### src/rtl/oam_dma_ctrl_if.sv
// CPU-side and system-bus-side signals of the OAM DMA controller.
// The controller takes the slave view; the CPU/bus environment takes the master view.
interface oam_dma_ctrl_if;
    logic [15:0] cpu_addr;
    logic [7:0]  cpu_data_out;
    logic        cpu_write_en;
    logic        cpu_read_en;
    logic        cpu_halt;
    logic [15:0] bus_addr;
    logic [7:0]  bus_data_out;
    logic        bus_write_en;
    logic        bus_read_en;
    logic [7:0]  bus_data_in;
    logic        dma_active;

    modport slave (
        input  cpu_addr, cpu_data_out, cpu_write_en, cpu_read_en, bus_data_in,
        output cpu_halt, dma_active, bus_addr, bus_data_out, bus_write_en, bus_read_en
    );

    modport master (
        output cpu_addr, cpu_data_out, cpu_write_en, cpu_read_en, bus_data_in,
        input  cpu_halt, dma_active, bus_addr, bus_data_out, bus_write_en, bus_read_en
    );
endinterface

### src/rtl/oam_dma_ctrl.sv
// NES sprite DMA: passes CPU cycles to the system bus, and on a write to the
// DMA register halts the CPU and copies one 256-byte page to the OAM data port.
module oam_dma_ctrl #(
    parameter logic [15:0] DMA_REG_ADDR  = 16'h4014,
    parameter logic [15:0] OAM_DATA_ADDR = 16'h2004,
    parameter bit          ODD_ALIGN     = 1'b1
) (
    input  logic          clk,
    input  logic          rst,
    oam_dma_ctrl_if.slave dma
);

    typedef enum logic [2:0] {
        S_IDLE,
        S_HALT,
        S_ALIGN,
        S_READ,
        S_WRITE
    } state_t;

    state_t     state;
    logic [7:0] page;
    logic [7:0] idx;
    logic       parity;
    logic       halt_q;

    wire trigger = dma.cpu_write_en && (dma.cpu_addr == DMA_REG_ADDR);

    // NOTE: all state updates use <= so every register samples pre-edge values.
    always_ff @(posedge clk) begin
        if (!rst) begin
            state  <= S_IDLE;
            page   <= 8'h00;
            idx    <= 8'h00;
            parity <= 1'b0;
            halt_q <= 1'b0;
        end else begin
            parity <= ~parity;
            case (state)
                S_IDLE: begin
                    if (trigger) begin
                        page   <= dma.cpu_data_out;
                        state  <= S_HALT;
                        halt_q <= 1'b1;
                    end
                end
                // A DMA starting on an odd cycle spends one extra cycle to align reads.
                S_HALT:  state <= (ODD_ALIGN && parity) ? S_ALIGN : S_READ;
                S_ALIGN: state <= S_READ;
                S_READ:  state <= S_WRITE;
                S_WRITE: begin
                    if (idx == 8'hFF) begin
                        idx    <= 8'h00;
                        state  <= S_IDLE;
                        halt_q <= 1'b0;
                    end else begin
                        idx   <= idx + 8'd1;
                        state <= S_READ;
                    end
                end
                default: begin
                    state  <= S_IDLE;
                    halt_q <= 1'b0;
                end
            endcase
        end
    end

    assign dma.cpu_halt   = halt_q;
    assign dma.dma_active = halt_q;

    // NOTE: every output gets a default first so no path leaves a latch behind.
    always_comb begin
        dma.bus_addr     = 16'h0000;
        dma.bus_data_out = 8'h00;
        dma.bus_write_en = 1'b0;
        dma.bus_read_en  = 1'b0;
        case (state)
            S_IDLE: begin
                dma.bus_addr     = dma.cpu_addr;
                dma.bus_data_out = dma.cpu_data_out;
                dma.bus_write_en = dma.cpu_write_en;
                dma.bus_read_en  = dma.cpu_read_en;
            end
            S_READ: begin
                dma.bus_addr    = {page, idx};
                dma.bus_read_en = 1'b1;
            end
            // Read data arrives the cycle after the read and goes straight to OAM.
            S_WRITE: begin
                dma.bus_addr     = OAM_DATA_ADDR;
                dma.bus_data_out = dma.bus_data_in;
                dma.bus_write_en = 1'b1;
            end
            default: ;
        endcase
    end

endmodule

### src/flat_wrapper.sv
// flat-port wrapper written by rule: the top's interface ports become plain ports
module oam_dma_ctrl_flat 
#(
    parameter logic [15:0] DMA_REG_ADDR  = 16'h4014,
    parameter logic [15:0] OAM_DATA_ADDR = 16'h2004,
    parameter bit          ODD_ALIGN     = 1'b1
)
  (clk, rst, dma_cpu_addr, dma_cpu_data_out, dma_cpu_write_en, dma_cpu_read_en, dma_bus_data_in, dma_cpu_halt, dma_dma_active, dma_bus_addr, dma_bus_data_out, dma_bus_write_en, dma_bus_read_en);
  oam_dma_ctrl_if dma_i ();
  input  logic clk;
  input  logic rst;
  input wire logic [$bits(dma_i.cpu_addr)-1:0] dma_cpu_addr;
  input wire logic [$bits(dma_i.cpu_data_out)-1:0] dma_cpu_data_out;
  input wire logic [$bits(dma_i.cpu_write_en)-1:0] dma_cpu_write_en;
  input wire logic [$bits(dma_i.cpu_read_en)-1:0] dma_cpu_read_en;
  input wire logic [$bits(dma_i.bus_data_in)-1:0] dma_bus_data_in;
  output wire logic [$bits(dma_i.cpu_halt)-1:0] dma_cpu_halt;
  output wire logic [$bits(dma_i.dma_active)-1:0] dma_dma_active;
  output wire logic [$bits(dma_i.bus_addr)-1:0] dma_bus_addr;
  output wire logic [$bits(dma_i.bus_data_out)-1:0] dma_bus_data_out;
  output wire logic [$bits(dma_i.bus_write_en)-1:0] dma_bus_write_en;
  output wire logic [$bits(dma_i.bus_read_en)-1:0] dma_bus_read_en;
  assign dma_i.cpu_addr = dma_cpu_addr;
  assign dma_i.cpu_data_out = dma_cpu_data_out;
  assign dma_i.cpu_write_en = dma_cpu_write_en;
  assign dma_i.cpu_read_en = dma_cpu_read_en;
  assign dma_i.bus_data_in = dma_bus_data_in;
  assign dma_cpu_halt = dma_i.cpu_halt;
  assign dma_dma_active = dma_i.dma_active;
  assign dma_bus_addr = dma_i.bus_addr;
  assign dma_bus_data_out = dma_i.bus_data_out;
  assign dma_bus_write_en = dma_i.bus_write_en;
  assign dma_bus_read_en = dma_i.bus_read_en;
  oam_dma_ctrl #(.DMA_REG_ADDR(DMA_REG_ADDR), .OAM_DATA_ADDR(OAM_DATA_ADDR), .ODD_ALIGN(ODD_ALIGN)) u_core (.clk(clk), .rst(rst), .dma(dma_i));
endmodule
### config.mk
export PLATFORM = sky130hd
export DESIGN_NAME = oam_dma_ctrl_flat
export DESIGN_NICKNAME = d
export VERILOG_FILES = /design/src/rtl/oam_dma_ctrl_if.sv /design/src/rtl/oam_dma_ctrl.sv /design/src/flat_wrapper.sv
export SDC_FILE = /design/constraint.sdc
export NUM_CORES = 1
export LEC_CHECK = 0
export CORE_MARGIN = 2
export CORE_UTILIZATION = 45
export CTS_CLUSTER_DIAMETER = 30
export CTS_CLUSTER_SIZE = 8
export DETAILED_ROUTE_END_ITERATION = 8
export DONT_BUFFER_PORTS = 1
export SETUP_SLACK_MARGIN = 0.4
export SYNTH_ARGS = -nofsm -noshare
export SYNTH_HDL_FRONTEND = slang
export SYNTH_SLANG_ARGS = --single-unit
### constraint.sdc
create_clock -name clk -period 2.6 [get_ports clk]
set_clock_uncertainty 0.2 [all_clocks]
set_input_delay 0.26 -clock clk [delete_from_list [all_inputs] [get_ports clk]]
set_output_delay 0.26 -clock clk [all_outputs]
set_load 0.1 [all_outputs]
==> reports/metrics.yaml <==
worst_setup_path:
  cp-end-kind: "primary output"
  reg2reg_to: "u_core.page[3]$_SDFFE_PN0P_"
  cp_num_cells: 4
  worstPathArrival_ps: 1670
  crit_required_ps: 2140
  cp_top_family: "buffers and inverters"
  r2r_cells: 5
  crit_path_max_incr_delay_ps: 490
  cp_num_buf_inv: 2
  cp-startpoint: "u_core.state[2]$_SDFFE_PN0P_"
  slowest_stage: "dfxtp_1"
  critPathMaxFanout: 12
  critical_path.endpoint: "dma_bus_data_out[4]"
  cp-start-kind: "flip-flop"
  r2r_start: "u_core.state[2]$_SDFFE_PN0P_"
  path_class: "flip-flop to primary output"
  worstPathCellList: "buf_4, mux2i_1, nor2_2, buf_4"
  crit_top_cell: "buf_4"
  r2r_setup_slack_ps: 680
timing:
  layout_setup_ws_ps: 469
  min_period_over_period_pct: 82.0
  setup_tns_ps: 0
  slew_violations: 0
  maxSlewHeadroom_pct: 64.0
  hold_viol_final: 0
  tightest_slew_ps: 545
  finalSetupViolations: 0
  min_period_ps: 2130
  rsz0062_at_grt: "false"
  max_freq_mhz: 469
routing:
  wl_um: 3840
  firstDrtPassIters: 4
  drt-initial-drc-count: 74
  vias: 1376
  ant_nets: 0
  drcViolationCount: 0
  vias_per_cell: 6.25
  wire_per_inst_um: 17.5
logic_synthesis:
  syn_nets: 196
  yosys.area.top_type_share_pct: 33.0
  ys_seq_area_share_pct: 33.0
  synth_area_leader_cell: "dfxtp_1"
  syn_inst: 159
  netlist_area_mm2: 0.00127
  synth_edf_count: 0
  synthArstFlopShare_pct: 0
  netlist_top_cells_count: "21 x dfxtp_1, 21 x nor2_1, 15 x o21ai_0, 14 x a22o_1"
  ys.flop_type: "dfxtp_1"
  yosysWarnings: 0
  syn_avg_cell_area_um2: 8.01
  ys_seq_elements: 21
  synthDistinctLibCells: 32
  ys_top_cells_by_area: "dfxtp_1 33%, a22o_1 9.6%, mux2i_1 6.3%"
clocking:
  clock_sinks: 21
  clk_latency_ps: 320
  cts_buffers: 3
  root_buffer: "clkbuf_4"
  cts.clk_slew.worst_paths_ps: 120
  clockBufferDepth: 2
  htree_levels: 1
  cts_tree: "done"
final_layout:
  final_layout_size_suffix_gt1_share_pct: 36.0
  utilization_pct: 67.7
  finalInstanceArea_mm2: 0.00185
  antenna_cells: 0
  area_growth_pct: 45.3
  nets: 227
status:
  status: "complete, no violations"
pwr:
  comb_power_share_pct: 75.0
  netSwitchingPower_w: 0.00122
  p_leak_nw: 0.724
  clock_power_share_pct: 8.1
  ir_drop_mv: 1.08
  switching_share_pct: 58.9
  internal_power_w: 0.000850
  p_seq_share_pct: 16.9
  powerDensity_mw_per_mm2: 1120
floorplan:
  die_height_um: 57.2
  core_area_mm2: 0.00273
  dieArea_mm2: 0.00327
  num_rows: 19
  io_pins: 64
  start_util_pct: 46.6
  die_w_um: 57.2
placement:
  gp_congestion: 0.868
  numPortBuffers: 0
  place_hpwl_um: 2790
  post_dp_cell_area_mm2: 0.00173
  pre_cts_ws_ps: 736
global_route:
  track_usage_pct: 24.3
  grt_overflow: 0
  grt_pass1_wl_um: 6130
  antenna_found_initial: 0
  grt_pass1_vias: 1320
  grt_max_degree: 27
min_path:
  hp-class: "input pin to flip-flop"
run:
  drv_cap: 0
## how the worst min path moves through the flow
stage | start | endpoint | slack, ps | cells after the start
2_1_floorplan | rst | u_core.state[0]$_SDFFE_PN0P_ | 190 | 2
3_3_place_gp | u_core.parity$_SDFF_PN0_ | u_core.parity$_SDFF_PN0_ | 200 | 1
3_5_place_dp | u_core.parity$_SDFF_PN0_ | u_core.parity$_SDFF_PN0_ | 210 | 1
4_1_cts | rst | u_core.parity$_SDFF_PN0_ | 110 | 2
5_1_grt | rst | u_core.parity$_SDFF_PN0_ | 140 | 2
6_report | rst | u_core.parity$_SDFF_PN0_ | 120 | 2
## flip-flops by register name, summed over array words and instances (netlist names)
register             flops
u_core.page              8
u_core.dma.cpu_halt      1
u_core.parity            1
u_core.idx               8
u_core.state             3
## worst reg2reg max path: cells and delay by family (launching register included)
| family | cells | cell delay, ps |
|---|---|---|
| buffers and inverters | 1 | 310 |
| AOI/OAI and AO/OA | 2 | 360 |
| DFF | 1 | 400 |
| and+or+nand+nor | 2 | 520 |
## routing by layer
layer	track usage (%)	share of wire (%)	vias to the layer above
met2	38.3	47	84
met1	32.6	41	639
li1	-	-	648
met4	11.0	1.5	0
met3	4.31	9.9	5
met5	0	0	-
## through the flow
stage | hold slack [ps] | instances | power (W)
global placement | 202 | 207 | 0.00188
detailed placement | 210 | 207 | 0.00190
global route | 145 | 220 | 0.00213
floorplan | 185 | 159 | 0.00144
CTS | 112 | 220 | 0.00207
finish | 123 | 220 | 0.00207
## cells by family (layout without fill, tap and decap cells)
logic type / Yosys count / after routing / share of synthesized area (%)
flip-flops: 21 / 21 / 33.0
buffers and inverters: 15 / 45 / 6.09
adder cells (fa/ha/maj): 1 / 1 / 0.982
XOR/XNOR: 6 / 6 / 4.13
AO/OA/AOI/OAI: 47 / 47 / 24.3
multiplexers: 8 / 8 / 6.29
AND/OR/NAND/NOR: 61 / 61 / 25.2
## what timing repair did
item | CTS | global route
gates resized for setup | 0 | 2
hold buffers | 9 | 0
setup buffers | 0 | 0
endpoints found under the setup margin | 0 | 16
endpoints found under the hold margin | 13 | 0
## final cells by class
| class | count | area [µm²] |
|---|---|---|
| Multi-Input combinational cell | 123 | 825 |
| Fill cell | 224 | 883 |
| Timing Repair Buffer | 39 | 528 |
| Sequential cell | 21 | 424 |
| Tap cell | 31 | 38.8 |
| Inverter | 2 | 7.51 |
| Clock buffer | 3 | 22.5 |
| Clock inverter | 1 | 5.00 |
## cell usage in the layout, fill, tap and decap left out, types with 12 or more instances in the layout
cell,n
a22o_2,14
nor2_1,12
dfxtp_1,18
buf_4,13
buf_12,17
nand4_1,12
o21ai_0,13
a21oi_1,12
## power groups by stage
stage | Clock, W | Combinational (W) | Sequential [W]
detailed placement | 0 | 0.00154 | 0.000356
finish | 0.000167 | 0.00155 | 0.000350
floorplan | 0 | 0.00110 | 0.000341
global placement | 0 | 0.00153 | 0.000354
global route | 0.000184 | 0.00159 | 0.000353
CTS | 0.000170 | 0.00155 | 0.000348
(Power assumes the default switching activity.)
==> patch: new RTL, config.mk and constraints unchanged <==
`ODD_ALIGN` is set to 1'b1 in 2 places; all go to 1'b0.
--- a/src/rtl/oam_dma_ctrl.sv
+++ b/src/rtl/oam_dma_ctrl.sv
@@ -5,3 +5,3 @@
     parameter logic [15:0] OAM_DATA_ADDR = 16'h2004,
-    parameter bit          ODD_ALIGN     = 1'b1
+    parameter bit          ODD_ALIGN     = 1'b0
 ) (
--- a/src/flat_wrapper.sv
+++ b/src/flat_wrapper.sv
@@ -5,3 +5,3 @@
     parameter logic [15:0] OAM_DATA_ADDR = 16'h2004,
-    parameter bit          ODD_ALIGN     = 1'b1
+    parameter bit          ODD_ALIGN     = 1'b0
 )
Formal check against the unedited RTL: not equivalent (a bounded check fails within 4 cycles, from zero or initial values and one cycle with rst low).
==> patch against the unedited design <==
- sequential cell count fell by 1
- power shrank 23%
- wire length up 2.6%
- first-iteration DRC count fell by 30%
- register-to-register slack worse by 0.18 ns
- global-route usage is 1.0 points higher
- final area is 5.5% higher
- maximum frequency grew 0.42%
- worst setup slack better by 0.0089 ns
- area after synthesis shrank 1.7%
- sequential power shrank 8.9%
- worst hold slack lost 0.11 ns
- largest power group unchanged
==> patch: results (changes against the unedited design) <==
stage,metric,value,unit,change
clock_tree,cts_hold_buffers,16,,+7
min_path,min_to,u_core.page[1],,
timing,fin_crit,2.12,ns,-0.00888 ns
global_route,grt_pass1_wl,6330,µm,+3.3%
logic_synthesis,synth_seq_area_share,0.320,,-0.0104
route,wl_met1,1530,µm,-4.0%
logic_synthesis,syn_nets,188,,-4.1%
route,via_per_inst,5.98,,-4.4%
critical_path,r2r_cells,6,,+1
power_and_ir_drop,ir_drop,0.681,mV,-37%
timing,hold_slack,0.0129,ns,-0.110 ns
route,drtIter0Drc,52,,-30%
route,routedWlPerCell,17.6,µm,+0.80%
placed_design,dp_cells,204,,-1.4%
route,wl_met3,296,µm,-23%
critical_path,reg2reg_slack,0.50,ns,-0.18 ns
min_path,hold_start,dma_cpu_addr[6],,
global_route,grt_use_met1,0.303,,-0.0232
critical_path,r2r-start,u_core.state[0],,
timing,worst_pin_slew,0.532,ns,-0.0130 ns
logic_synthesis,synth_area_leaders,"dfxtp_1 (32%), a22o_1 (9.8%), mux2i_1 (6.4%)",,
cells_and_area,final_nets,231,,+1.8%
clock_tree,cts-resized-gates,1,,+1
run_status,status,completed,,
global_route,use_met3,0.0507,,+0.00761
patch: kinds of logic after synthesis:
| family | Yosys count | synth area share |
|---|---|---|
| and+or+nand+nor | 61 | 0.286 |
| AOI/OAI and AO/OA | 44 | 0.234 |
| DFF | 20 | 0.320 |
| buffers and inverters | 11 | 0.0429 |
| muxes | 9 | 0.0729 |
| xor gates and xnor gates | 5 | 0.0350 |
| adders and majority gates | 1 | 0.00999 |
patch: worst register-to-register path: cells and delay by family, from the launching register on:
family / cells / cell delay [ns]
buffers and inverters: 2 / 0.78
and+or+nand+nor: 3 / 0.56
AOI/OAI and AO/OA: 1 / 0.14
DFF: 1 / 0.36
patch: where the power goes:
part	internal [mW]	switching, mW	leakage (nW)
registers	0.312	0.00705	0.162
clock network	0.0855	0.101	0.0210
logic	0.333	0.756	0.569
patch: cell type report:
cell class	count	share of cell area
multi-input cells	120	0.435
clock buffers	4	0.0186
inverters	1	0.00192
well taps	31	0.0199
repair buffers	48	0.318
flip-flops and latches	20	0.206
